[src/rtl/ex_muldiv_unit.sv]
// ex_muldiv_unit: iterative RV32M multiply/divide unit for the execute stage.
// A 32-step shift-add multiplier and a 32-step restoring divider share one
// 64-bit accumulator. Divide-by-zero and signed overflow skip the iterations.
//
// Handshake: start is a level request held by ID/EX until done. done is a
// one-cycle registered pulse that coincides with result/rdOut becoming valid.
// stall = start & ~done freezes the front of the pipeline until then, so a
// single start assertion is exactly one operation. flush kills whatever is
// in flight (or refuses a request in IDLE) and never produces done.
module ex_muldiv_unit (
    input  logic        clk,
    input  logic        rstN,
    input  logic        start,
    input  logic        flush,
    input  logic [2:0]  func3,
    input  logic [31:0] operand1,
    input  logic [31:0] operand2,
    input  logic [4:0]  rd,
    output logic        stall,
    output logic        busy,
    output logic        done,
    output logic [31:0] result,
    output logic [4:0]  rdOut,
    output logic [1:0]  dbg_state
);

    typedef enum logic [1:0] {
        S_IDLE = 2'd0,
        S_PREP = 2'd1,
        S_CALC = 2'd2,
        S_FIN  = 2'd3
    } state_t;

    localparam logic [2:0] F_MUL    = 3'b000;
    localparam logic [2:0] F_MULH   = 3'b001;
    localparam logic [2:0] F_MULHSU = 3'b010;
    localparam logic [2:0] F_MULHU  = 3'b011;
    localparam logic [2:0] F_DIV    = 3'b100;
    localparam logic [2:0] F_DIVU   = 3'b101;
    localparam logic [2:0] F_REM    = 3'b110;
    localparam logic [2:0] F_REMU   = 3'b111;

    state_t      state_q, state_d;
    logic [2:0]  func3_q, func3_d;
    logic [31:0] op1_q, op1_d;
    logic [31:0] op2_q, op2_d;
    logic [4:0]  rd_q, rd_d;
    logic [4:0]  cnt_q, cnt_d;
    // Multiply: {partial product high, multiplier shifting out low}.
    // Divide:   {remainder, dividend shifting out / quotient shifting in}.
    logic [63:0] acc_q, acc_d;
    // Multiplicand magnitude (multiply) or divisor magnitude (divide).
    logic [31:0] mag_q, mag_d;
    logic        neg_q, neg_d;
    logic        rem_neg_q, rem_neg_d;
    logic        done_q, done_d;
    logic [31:0] result_q, result_d;
    logic [4:0]  rdout_q, rdout_d;

    // Operand decode and magnitudes of the captured operands
    logic        is_div;
    logic        op1_signed;
    logic        op2_signed;
    logic [31:0] mag1;
    logic [31:0] mag2;

    always_comb begin
        is_div     = func3_q[2];
        op1_signed = (func3_q == F_MUL) || (func3_q == F_MULH) ||
                     (func3_q == F_MULHSU) || (func3_q == F_DIV) ||
                     (func3_q == F_REM);
        op2_signed = (func3_q == F_MUL) || (func3_q == F_MULH) ||
                     (func3_q == F_DIV) || (func3_q == F_REM);
        mag1 = (op1_signed && op1_q[31]) ? (~op1_q + 32'd1) : op1_q;
        mag2 = (op2_signed && op2_q[31]) ? (~op2_q + 32'd1) : op2_q;
    end

    // One iteration of shift-add multiply or restoring divide
    logic [32:0] mul_sum;
    logic [63:0] mul_next;
    logic [32:0] div_trial;
    logic [63:0] div_next;
    logic [63:0] calc_next;

    always_comb begin
        mul_sum  = {1'b0, acc_q[63:32]} + (acc_q[0] ? {1'b0, mag_q} : 33'd0);
        mul_next = {mul_sum, acc_q[31:1]};
        // Shifted remainder is {rem, next dividend bit}; a clear borrow
        // means the divisor fits and this quotient bit is 1.
        div_trial = {acc_q[63:32], acc_q[31]} - {1'b0, mag_q};
        if (div_trial[32]) begin
            div_next = {acc_q[62:32], acc_q[31], acc_q[30:0], 1'b0};
        end else begin
            div_next = {div_trial[31:0], acc_q[30:0], 1'b1};
        end
        calc_next = is_div ? div_next : mul_next;
    end

    // Sign correction and result selection applied to the final iteration
    logic [63:0] prod_fix;
    logic [31:0] quo_fix;
    logic [31:0] rem_fix;
    logic [31:0] fin_res;

    always_comb begin
        prod_fix = neg_q ? (~calc_next + 64'd1) : calc_next;
        quo_fix  = neg_q ? (~calc_next[31:0] + 32'd1) : calc_next[31:0];
        rem_fix  = rem_neg_q ? (~calc_next[63:32] + 32'd1) : calc_next[63:32];
        case (func3_q)
            F_MUL:                    fin_res = prod_fix[31:0];
            F_MULH, F_MULHSU, F_MULHU: fin_res = prod_fix[63:32];
            F_DIV, F_DIVU:            fin_res = quo_fix;
            default:                  fin_res = rem_fix;
        endcase
    end

    // Special cases detected directly from the live request in IDLE
    logic        in_div0;
    logic        in_ovf;
    logic [31:0] special_res;

    always_comb begin
        in_div0 = func3[2] && (operand2 == 32'd0);
        // DIV (100) and REM (110) are the signed divides
        in_ovf  = func3[2] && !func3[0] &&
                  (operand1 == 32'h8000_0000) && (operand2 == 32'hFFFF_FFFF);
        if (in_div0) begin
            special_res = func3[1] ? operand1 : 32'hFFFF_FFFF;
        end else begin
            special_res = func3[1] ? 32'd0 : 32'h8000_0000;
        end
    end

    // Next-state logic; flush overrides everything
    always_comb begin
        state_d   = state_q;
        func3_d   = func3_q;
        op1_d     = op1_q;
        op2_d     = op2_q;
        rd_d      = rd_q;
        cnt_d     = cnt_q;
        acc_d     = acc_q;
        mag_d     = mag_q;
        neg_d     = neg_q;
        rem_neg_d = rem_neg_q;
        done_d    = 1'b0;
        result_d  = result_q;
        rdout_d   = rdout_q;

        case (state_q)
            S_IDLE: begin
                if (start && !flush) begin
                    func3_d = func3;
                    op1_d   = operand1;
                    op2_d   = operand2;
                    rd_d    = rd;
                    if (in_div0 || in_ovf) begin
                        state_d  = S_FIN;
                        result_d = special_res;
                        rdout_d  = rd;
                        done_d   = 1'b1;
                    end else begin
                        state_d = S_PREP;
                    end
                end
            end
            S_PREP: begin
                mag_d     = is_div ? mag2 : mag1;
                acc_d     = {32'd0, is_div ? mag1 : mag2};
                neg_d     = (op1_signed & op1_q[31]) ^ (op2_signed & op2_q[31]);
                rem_neg_d = op1_signed & op1_q[31];
                cnt_d     = 5'd0;
                state_d   = S_CALC;
            end
            S_CALC: begin
                acc_d = calc_next;
                cnt_d = cnt_q + 5'd1;
                if (cnt_q == 5'd31) begin
                    state_d  = S_FIN;
                    result_d = fin_res;
                    rdout_d  = rd_q;
                    done_d   = 1'b1;
                end
            end
            default: begin
                state_d = S_IDLE;
            end
        endcase

        if (flush) begin
            state_d  = S_IDLE;
            done_d   = 1'b0;
            result_d = result_q;
            rdout_d  = rdout_q;
        end
    end

    // State and datapath registers
    always_ff @(posedge clk or negedge rstN) begin
        if (!rstN) begin
            state_q   <= S_IDLE;
            func3_q   <= 3'd0;
            op1_q     <= 32'd0;
            op2_q     <= 32'd0;
            rd_q      <= 5'd0;
            cnt_q     <= 5'd0;
            acc_q     <= 64'd0;
            mag_q     <= 32'd0;
            neg_q     <= 1'b0;
            rem_neg_q <= 1'b0;
            done_q    <= 1'b0;
            result_q  <= 32'd0;
            rdout_q   <= 5'd0;
        end else begin
            state_q   <= state_d;
            func3_q   <= func3_d;
            op1_q     <= op1_d;
            op2_q     <= op2_d;
            rd_q      <= rd_d;
            cnt_q     <= cnt_d;
            acc_q     <= acc_d;
            mag_q     <= mag_d;
            neg_q     <= neg_d;
            rem_neg_q <= rem_neg_d;
            done_q    <= done_d;
            result_q  <= result_d;
            rdout_q   <= rdout_d;
        end
    end

    // Output mapping
    always_comb begin
        stall     = start & ~done_q;
        busy      = (state_q != S_IDLE);
        done      = done_q;
        result    = result_q;
        rdOut     = rdout_q;
        dbg_state = state_q;
    end

endmodule

[config.mk]
export PLATFORM = sky130hd
export DESIGN_NAME = ex_muldiv_unit
export DESIGN_NICKNAME = d
export VERILOG_FILES = /design/src/rtl/ex_muldiv_unit.sv
export SDC_FILE = /design/constraint.sdc
export NUM_CORES = 1
export LEC_CHECK = 0
export BUFFER_PORTS_ARGS = -buffer_cell sky130_fd_sc_hd__buf_2
export CORE_ASPECT_RATIO = 0.9
export CORE_MARGIN = 5
export CORE_UTILIZATION = 39
export DETAILED_ROUTE_END_ITERATION = 16
export HOLD_SLACK_MARGIN = 0.12
export SYNTH_ARGS = -nofsm -noshare
export SYNTH_HDL_FRONTEND = slang
export SYNTH_SLANG_ARGS = --single-unit
[constraint.sdc]
create_clock -name clk -period 11.4 [get_ports clk]
set_input_delay 1.14 -clock clk [delete_from_list [all_inputs] [get_ports clk]]
set_output_delay 1.14 -clock clk [all_outputs]
set_load 0.03 [all_outputs]
== Word level (Yosys, flattened, before mapping) ==
Index checks and enable logic that the tools add are counted.
Storage, ports and cells
  output and inout bits: 42
  bits of input ports: 76
  word-level logic and storage cells: 109
  register bits: 215
Cells by class
  mux-type cells: 34
  equality and inequality tests: 16
  bitwise operators: 11
  $add $sub $neg: 8
  reduce and logical (&&, ||, !) cells: 27
Operators by type and width (count)
  $mux W32: 13
  $mux W64: 3
  $add A32 B1 Y32 const B: 4
  $not A32 Y32: 4
  $pmux W64 S2: 1
  $pmux W32 S3: 1
  $add A64 B1 Y64 const B: 1
  $eq A32 B32 Y1 const B: 2
  $not A64 Y64: 1
  $pmux W32 S2: 1
  $add A32 B32 Y33: 1
  $sub A33 B32 Y33: 1
  $logic_not A32 Y1: 1
  $pmux W5 S2: 2
  $mux W5: 3
  $eq A3 B3 Y1 const B: 3
  $mux W2: 4
  $logic_and A1 B1 Y1: 7
  $logic_or A1 B1 Y1: 7
  $eq A3 B2 Y1 const B: 2
  $ne A2 B2 Y1 const B: 3
  $ne A3 B3 Y1 const B: 2
  $pmux W2 S3: 1
  $reduce_bool A2 Y1: 3
  other kinds (17): 25

== Longest topological paths before layout ==
Gate-level depths: netlist (run 1).
  depth in word-level cells: 9
  gate-level depth with buffers: 24
  depth with buffers taken out: 23

== Worst setup path before layout (run 1) ==
OpenSTA, ideal clock, no wires.
  path kind: register to register
  start point: reg func3_q[2]
  end point: reg result_q[28] (netlist: result[28])
  path buffers: 9
  stages on the path, launching flop included: 23
  slack: 6.408 ns
  clock period less this slack: 4.992 ns
  required time: 11.265 ns
  data arrival time: 4.857 ns
  library setup time: 0.135 ns
  cells stage by stage: dfrtp_1 buf_6 buf_2 buf_2 buf_2 buf_2 buf_2 buf_2 buf_2 buf_2 mux2i_1 ha_1 nand4b_1 or3_1 a211oi_1 nor2b_1 o2111ai_1 nor2_1 nand3_1 o31a_1 xnor2_1 a221oi_1 o31ai_1
On the way
  longest elaborated chain between the ends: 7
  elaborated cells on any way between the ends: 21
  those cells by class: add/sub (3); eq/ne (5); mux (7); bitwise (3); reduce/logical (3)
Ends and longest elaborated chain
  start: declaration: RTL line 44  | logic [2:0] func3_q, func3_d;
  start signal: assignment: RTL line 216  | func3_q <= func3_d;
  $mux W64: RTL line 96  | calc_next = is_div ? div_next : mul_next;
  $not A64 Y64 (tied with other cells): RTL line 106  | prod_fix = neg_q ? (~calc_next + 64'd1) : calc_next;
  $add A64 B1 Y64 (tied with other cells): RTL line 106
  $mux W64 (tied with other cells): RTL line 106
  $pmux W32 S3 (*): RTL line 109  | case (func3_q)
  $mux W32 (*): RTL line 178  | if (cnt_q == 5'd31) begin
  $pmux W32 S2 (*): RTL line 150  | case (state_q)
  end signal: assignment: RTL line 226  | result_q <= result_d;
  end: declaration: RTL line 57  | logic [31:0] result_q, result_d;
Mark *: on every way between the ends. The rest lies on a longest branch, timed or not. The select of a mux whose other input is x is not followed.
A chain may end at the register's enable or synchronous reset.

== Worst setup path after layout (run 1) ==
  start point: reg acc_q[31]
  end point: reg result_q[20] (netlist: result[20])
On the way
  longest elaborated chain between the ends: 9
  elaborated cells on any way between the ends: 15
  those cells by class: add/sub (4); mux (8); bitwise (3)
Ends and longest elaborated chain
  start: declaration: RTL line 51  | logic [63:0] acc_q, acc_d;
  start signal: assignment: RTL line 207  | acc_q <= 64'd0;
  start signal: assignment: RTL line 221  | acc_q <= acc_d;
  $sub A33 B32 Y33: RTL line 90  | div_trial = {acc_q[63:32], acc_q[31]} - {1'b0, mag_q};
  $mux W64: RTL line 91  | if (div_trial[32]) begin
  $mux W64 (*): RTL line 96
  $not A64 Y64 (tied with other cells): RTL line 106
  $add A64 B1 Y64 (tied with other cells): RTL line 106
  $mux W64 (tied with other cells): RTL line 106
  $pmux W32 S3 (*): RTL line 109
  $mux W32 (*): RTL line 178
  $pmux W32 S2 (*): RTL line 150
Marked as above.

==> out/summary.txt, run 1 <==
Post-synth top flop: dfrtp_1
final wirelength: 79900 microns
Final Hold Viols: 0
worst hold start: rdOut[1]$_DFFE_PN0P_
clock-pin transition on the worst setup and hold timing paths: 0.06 ns
fin nets: 2661
antenna viol nets, final: 0
total core area: 49330 sq um
clk_lat worst skew: 0.58 ns
clk buf depth: 3
WHS Endpoint: rdOut[1]$_DFFE_PN0P_
clk_skew: 0.02094 ns
Total GRT Usage: 28.04%
largest net degree at the start of global routing: 91
global-route wire length before repair: 119600 microns
vias: 19925
crit path max fanout: 14
Rows: 77
CTS root buf: clkbuf_16
total negative slack: 0 ns
# diodes: 0
Worst Max-Slew Pin Slew: 1.279 ns
CP Buf/Inv Count: 3
ys async rst share: 100.0%
fin crit share: 57.45%
PortBufs: 117
hold path depth: 2
initial antenna violation count: 0
Slew headroom: 14.14%
post_cts resized: 0
nature of the critical path endpoint: flip-flop
yosys warns: 0
power density over cell area: 375.2 nW/um^2
Worst Path Arrival: 6.97 ns
Via density: 6.225
vias in the first global route: 18715
gp weighted congestion: 0.9793
reg-to-reg startpoint: acc_q[31]$_DFFE_PN0N_
wire length per cell: 24.96 microns
DRC violation total after the first TritonRoute iteration: 2045
r2r setup slk: 4.85 ns
CP max stage cell: nor2_1
reg2reg path depth: 21
HP Class: reg2reg
Yosys cell types: 101
Synth Net Count: 2637
# DRC: 0
CP max stage delay: 0.54 ns
Post-synth EDFFs: 0
Overflow after GRT: 0
RSZ-0062 raised after global routing: false
htree depth: 1
reg-to-reg critical path endpoint: result[20]$_DFFE_PN0P_
crit path launch type: flip-flop
Final setup violation count: 0
Max Fclk: 152.7 MHz
Cell Area, Synth: 19530 sq um
Worst VDD drop: 0.2583 mV
share of cells above drive strength 1: 12.77%
area grow syn2layout: 10.33%
Post-Synthesis Cells: 2485
MaxCap Viol Count: 0
crit path kind: reg2reg
cell family with most CP delay: compound AO/OA/AOI/OAI gates
CP required: 11.83 ns
Die Footprint: 54670 sq um
LEAKAGE: 9.047 nW
CTS tree: built
die width: 245.9 microns
Place WS: 5.004 ns
final worst slack: 4.851 ns
Pre-antenna DRT Iters: 6
# clock sinks: 215
fin crit period: 6.549 ns
Post-Syn Area per Cell: 7.860 sq um
CP cell instances: inv_1 > ha_1 > inv_1 > fa_1 > nand3_1 > a21oi_1 > o21a_1 > o211ai_2 > nand2_1 > nand2_1 > buf_4 > o21ai_0 > mux2i_1 > ha_1 > o211ai_1 > nor2_1 > nand3_1 > o41ai_1 > xnor2_1 > a21oi_1 > o21ai_0
sequential share of the synthesized area: 27.54%
Post-DP HPWL: 62380 microns
Max Slew Vio Count: 0
hold buffers post-CTS: 0
CTS Buf Count: 27
die height: 222.3 microns
#FFs+latches synth: 215
Post-CTS Setup Inserts: 0
starting density of the core: 39.60%
status: finished clean
boundary pin count: 118
==> final cells by class <==
type	instances	area [sq um]
Multi-Input combinational cell	2001	13120
Clock inverter	16	198.9
Fill cell	5028	27780
Sequential cell	215	5384
Timing Repair Buffer	149	835.8
Tap cell	671	839.6
Clock buffer	34	742.0
Inverter	115	431.7
==> per-layer routing <==
| metal | vias to the layer above | GRT usage [%] | part of all wire, % |
|---|---|---|---|
| met1 | 9681 | 40.65 | 44 |
| met4 | 0 | 8.170 | 3.5 |
| li1 | 9123 | - | - |
| met2 | 979 | 40.75 | 42 |
| met3 | 142 | 7.787 | 10 |
| met5 | - | 0 | 0 |
==> cells in the final DEF (no fill, tap or decap), drive strengths merged, types with 7 or more instances in the layout <==
cell,synthesis,layout
a211o,7,7
a211oi,29,29
a21boi,7,7
a21o,37,37
a21oi,196,196
a221oi,13,13
a311oi,9,9
a31oi,28,28
and2,52,52
and3,11,11
buf,52,149
clkbuf,102,34
clkinv,1,8
dfrtp,215,215
ha,74,74
inv,114,116
mux2,81,81
mux2i,67,67
nand2,252,252
nand2b,12,12
nand3,47,47
nand4,43,43
nor2,203,203
nor2b,8,8
nor3,49,49
nor4,31,31
o211ai,32,32
o21a,14,14
o21ai,256,256
o21bai,7,7
o221ai,11,11
o22ai,47,47
o31a,10,10
o31ai,31,31
o41ai,13,13
or3,27,27
or4,9,9
xnor2,104,104
xor2,85,85
==> worst register-to-register path, stage by stage, from the launching register on <==
cell and delay [ns]:
dfrtp_1 0.39, inv_1 0.11, ha_1 0.18, inv_1 0.06, fa_1 0.41, nand3_1 0.12, a21oi_1 0.11, o21a_1 0.28
o211ai_2 0.34, nand2_1 0.51, nand2_1 0.52, buf_4 0.29, o21ai_0 0.19, mux2i_1 0.53, ha_1 0.34, o211ai_1 0.18
nor2_1 0.54, nand3_1 0.28, o41ai_1 0.53, xnor2_1 0.17, a21oi_1 0.25, o21ai_0 0.11
==> Yosys cell counts, types with 6 or more instances <==
master       n  area (sq um)
nand2_1    251         942.2
o21ai_0    244          1221
dfrtp_1    215          5380
nor2_1     203         762.0
a21oi_1    195         975.9
inv_1      113         424.2
xnor2_1    104         910.9
clkbuf_1   101         379.1
xor2_1      85         744.5
mux2_2      81         912.1
ha_1        74         925.9
mux2i_1     67         670.6
and2_1      51         319.1
o22ai_1     47         294.0
nand3_1     46         230.2
nor3_1      46         230.2
nand4_1     43         269.0
a21o_1      37         277.8
buf_2       32         160.2
o211ai_1    31         232.7
nor4_1      30         187.7
o31ai_1     30         225.2
a31oi_1     28         175.2
a211oi_1    27         202.7
or3_1       25         156.4
buf_1       18         67.56
o21a_1      14         105.1
a221oi_1    12         105.1
nand2b_1    12         75.07
o41ai_1     12         105.1
and3_1      11         68.82
o221ai_1    11         96.34
o21ai_1     10         50.05
o31a_1      10         87.58
a311oi_1     8         70.07
nor2b_1      8         50.05
or4_1        8         60.06
a211o_1      7         61.31
o21bai_1     7         52.55
a21boi_0     6         45.04
nor3b_1      6         45.04
o2111ai_1    6         52.55
==> per-stage QoR <==
stage	hold WS, ns	utilization, %	power (mW)	cell area (sq um)	std cells
finish	0.4757	43.69	8.086	21550	3201
global route	0.4955	43.69	8.582	21550	3201
global placement	0.4571	41.78	6.970	20610	3151
floorplan	0.4473	-	5.215	19530	2485
CTS	0.4753	43.69	7.953	21550	3201
detailed placement	0.4617	41.78	7.001	20610	3151
==> flip-flops by register name, indices dropped and copies added (netlist names) <==
register	count
done	1
result	32
rem_neg_q	1
mag_q	32
cnt_q	5
op2_q	32
func3_q	3
rdOut	5
acc_q	64
dbg_state	2
rd_q	5
op1_q	32
neg_q	1
==> where the power goes <==
part           switching (mW)  internal [mW]  leakage [nW]  total [mW]
Combinational            3.77           1.88          5.92        5.66
Clock                   0.373          0.552         0.459       0.925
Sequential              0.398           1.11          2.67        1.50
Total                    4.54           3.54          9.05        8.09
==> worst max-delay path by stage <==
stage | start | end | slack [ns] | cells after the start
after floorplan | func3_q[2]$_DFFE_PN0P_ | result[28]$_DFFE_PN0P_ | 6.41 | 22
after global placement | acc_q[31]$_DFFE_PN0N_ | result[20]$_DFFE_PN0P_ | 5.09 | 21
after detailed placement | acc_q[53]$_DFFE_PN0N_ | result[14]$_DFFE_PN0P_ | 5.00 | 19
after CTS | acc_q[53]$_DFFE_PN0N_ | result[14]$_DFFE_PN0P_ | 4.98 | 19
after global routing | acc_q[53]$_DFFE_PN0N_ | result[22]$_DFFE_PN0P_ | 4.41 | 19
final | acc_q[31]$_DFFE_PN0N_ | result[20]$_DFFE_PN0P_ | 4.85 | 21
==> kinds of logic after synthesis <==
logic type / after synthesis / share of synthesized area, %
flip-flops: 215 / 27.54
XOR/XNOR: 189 / 8.475
buffers and inverters: 269 / 5.438
multiplexers: 149 / 8.219
adder cells (fa/ha/maj): 76 / 4.945
AND/OR/NAND/NOR: 783 / 19.40
AO/OA/AOI/OAI: 804 / 25.98
(Power assumes the default switching activity.)
==> inputs of run 2 (changes only) <==
- clock period: 11.4 -> 6.85 ns (I/O delays scaled with it)
==> run 2 against run 1 <==
Non-clock buffer count rose by 18. Via count rose by 0.96%. Combinational power rose by 68%. Critical path type unchanged. Routed wire length rose by 1.5%. Critical path depth rose by 4. Sequential share of layout area fell by 0.19 points. Design area rose by 0.76%. Sequential power rose by 70%.
==> out/summary.txt, run 2 (same netlist as run 1, synthesis figures left out) <==
CTS Buf Count: 27 (unchanged)
clk_skew: 0.02052 ns (was 0.02094 ns)
RSZ-0062 raised after global routing: false (unchanged)
Max Slew Vio Count: 0 (unchanged)
crit path max fanout: 21 (was 14)
total negative slack: 0 ns (unchanged)
Place WS: 1.067 ns (was 5.004 ns)
die height: 222.3 microns (unchanged)
leading cell types in the layout, fill and taps excluded: nand2_1 (251), o21ai_0 (243), dfrtp_1 (214) (unchanged)
initial antenna violation count: 1 (was 0)
vias in the first global route: 18823 (was 18715)
Die Footprint: 54670 sq um (unchanged)
total core area: 49330 sq um (unchanged)
crit path launch type: flip-flop (unchanged)
share of cells above drive strength 1: 13.35% (was 12.77%)
gp weighted congestion: 1.020 (was 0.9793)
final std cells w/o fill: 3218 (was 3201)
status: finished clean (unchanged)
Overflow after GRT: 0 (unchanged)
clock-pin transition on the worst setup and hold timing paths: 0.07 ns (was 0.06 ns)
fin crit period: 5.969 ns (was 6.549 ns)
hold buffers post-CTS: 0 (unchanged)
clk_lat worst skew: 0.58 ns (about the same)
Worst Path Arrival: 6.41 ns (was 6.97 ns)
LEAKAGE: 9.141 nW (was 9.047 nW)
power density over cell area: 626.6 nW/um^2 (was 375.2 nW/um^2)
post_cts resized: 0 (unchanged)
Max Fclk: 167.5 MHz (was 152.7 MHz)
max reg flops: 64 (unchanged)
MaxCap Viol Count: 0 (unchanged)
Final Hold Viols: 0 (unchanged)
reg2reg path depth: 25 (was 21)
wire length per cell: 25.21 microns (was 24.96 microns)
HP Class: in2async (was reg2reg)
PortBufs: 117 (unchanged)
CP max stage delay: 0.44 ns (was 0.54 ns)
Worst VDD drop: 0.5323 mV (was 0.2583 mV)
Post-DP HPWL: 62940 microns (was 62380 microns)
Pre-antenna DRT Iters: 6 (unchanged)
nature of the critical path endpoint: flip-flop (unchanged)
CP required: 7.29 ns (was 11.83 ns)
fin crit share: 87.14% (was 57.45%)
crit path kind: reg2reg (unchanged)
starting density of the core: 39.60% (unchanged)
Rows: 77 (unchanged)
fin nets: 2679 (was 2661)
final wirelength: 81120 microns (was 79900 microns)
Post-CTS Setup Inserts: 0 (unchanged)
clk buf depth: 3 (unchanged)
final worst slack: 0.8806 ns (was 4.851 ns)
# diodes: 0 (unchanged)
vias: 20116 (was 19925)
Reg with most FFs: acc_q (unchanged)
# clock sinks: 215 (unchanged)
CP max stage cell: or3_1 (was nor2_1)
global-route wire length before repair: 121300 microns (was 119600 microns)
Final setup violation count: 0 (unchanged)
DRC violation total after the first TritonRoute iteration: 2247 (was 2045)
commonest non-fill, non-tap cell in the layout: nand2_1 (unchanged)
Slew headroom: 8.945% (was 14.14%)
antenna viol nets, final: 0 (unchanged)
# DRC: 0 (unchanged)
boundary pin count: 118 (unchanged)
CTS tree: built (unchanged)
Total GRT Usage: 28.40% (was 28.04%)
area grow syn2layout: 11.17% (was 10.33%)
Hold Slack: 0.1795 ns (was 0.4757 ns)
largest net degree at the start of global routing: 105 (was 91)
DP Cell Count: 3168 (was 3151)
Worst Max-Slew Pin Slew: 1.348 ns (was 1.279 ns)
Via density: 6.251 (was 6.225)
htree depth: 1 (unchanged)
CTS root buf: clkbuf_16 (unchanged)
die width: 245.9 microns (unchanged)
[run 2: cell count changes in the layout (fill, tap and decap cells not counted)]
cell,delta
clkbuf_4,+1
nor4_1,-1
clkbuf_8,+2
nor4_2,+1
buf_12,+2
clkbuf_1,+1
ha_4,-1
ha_2,+1
buf_4,+15
inv_6,-1
clkinv_2,-3
[run 2: path summary, 6_finish.rpt]
kind	slack, ns	start	to
setup / recovery	0.88	acc_q[31]$_DFFE_PN0N_	result[28]$_DFFE_PN0P_
hold / removal	0.18	rstN	mag_q[23]$_DFFE_PN0N_
setup reg to reg	0.88	acc_q[31]$_DFFE_PN0N_	result[28]$_DFFE_PN0P_
hold reg to reg	0.48	result[0]$_DFFE_PN0P_	result[0]$_DFFE_PN0P_
max in group asynchronous	4.98	rstN	func3_q[2]$_DFFE_PN0P_
min in group clk	0.31	flush	dbg_state[1]$_DFFE_PN0P_
[run 2: power breakdown]
part	internal, mW	switching, mW	leakage, nW
registers	1.84	0.709	2.67
clock network	0.938	0.631	0.458
logic	3.23	6.26	6.01
[run 2: stage by stage]
stage                     utilization [%]  instance area [sq um]  power (mW)
final                               44.02                  21710       13.61
after global routing                44.02                  21710       14.40
after CTS                           43.99                  21700       13.37
after detailed placement            42.07                  20750       11.76
after global placement              42.07                  20750       11.68
after floorplan                         -                  19530       8.679
[run 2: layout make-up]
cell class	instances	area, sq um
clock buffer	37	773.2
clock inverter	12	175.2
fill	4987	27610
inverter	115	431.7
multi-input combinational	2001	13120
sequential	215	5384
tap	671	839.6
timing repair buffer	167	996.0
[run 2: critical path, delay by kind of cell, from the launching register on]
kind	cells	cell delay (ns)
compound gates	9	2.16
simple gates	8	1.68
fa+ha+maj	3	0.81
buf+inv	4	0.62
flops	1	0.40
xor+xnor	1	0.13
[run 2: routing by layer]
metal	wire length (microns)	global-route usage, %	vias up
met2	33780	41.28	988
li1	-	-	9135
met4	2755	8.188	2
met5	16	0	-
met3	7784	6.333	135
met1	36790	42.19	9856
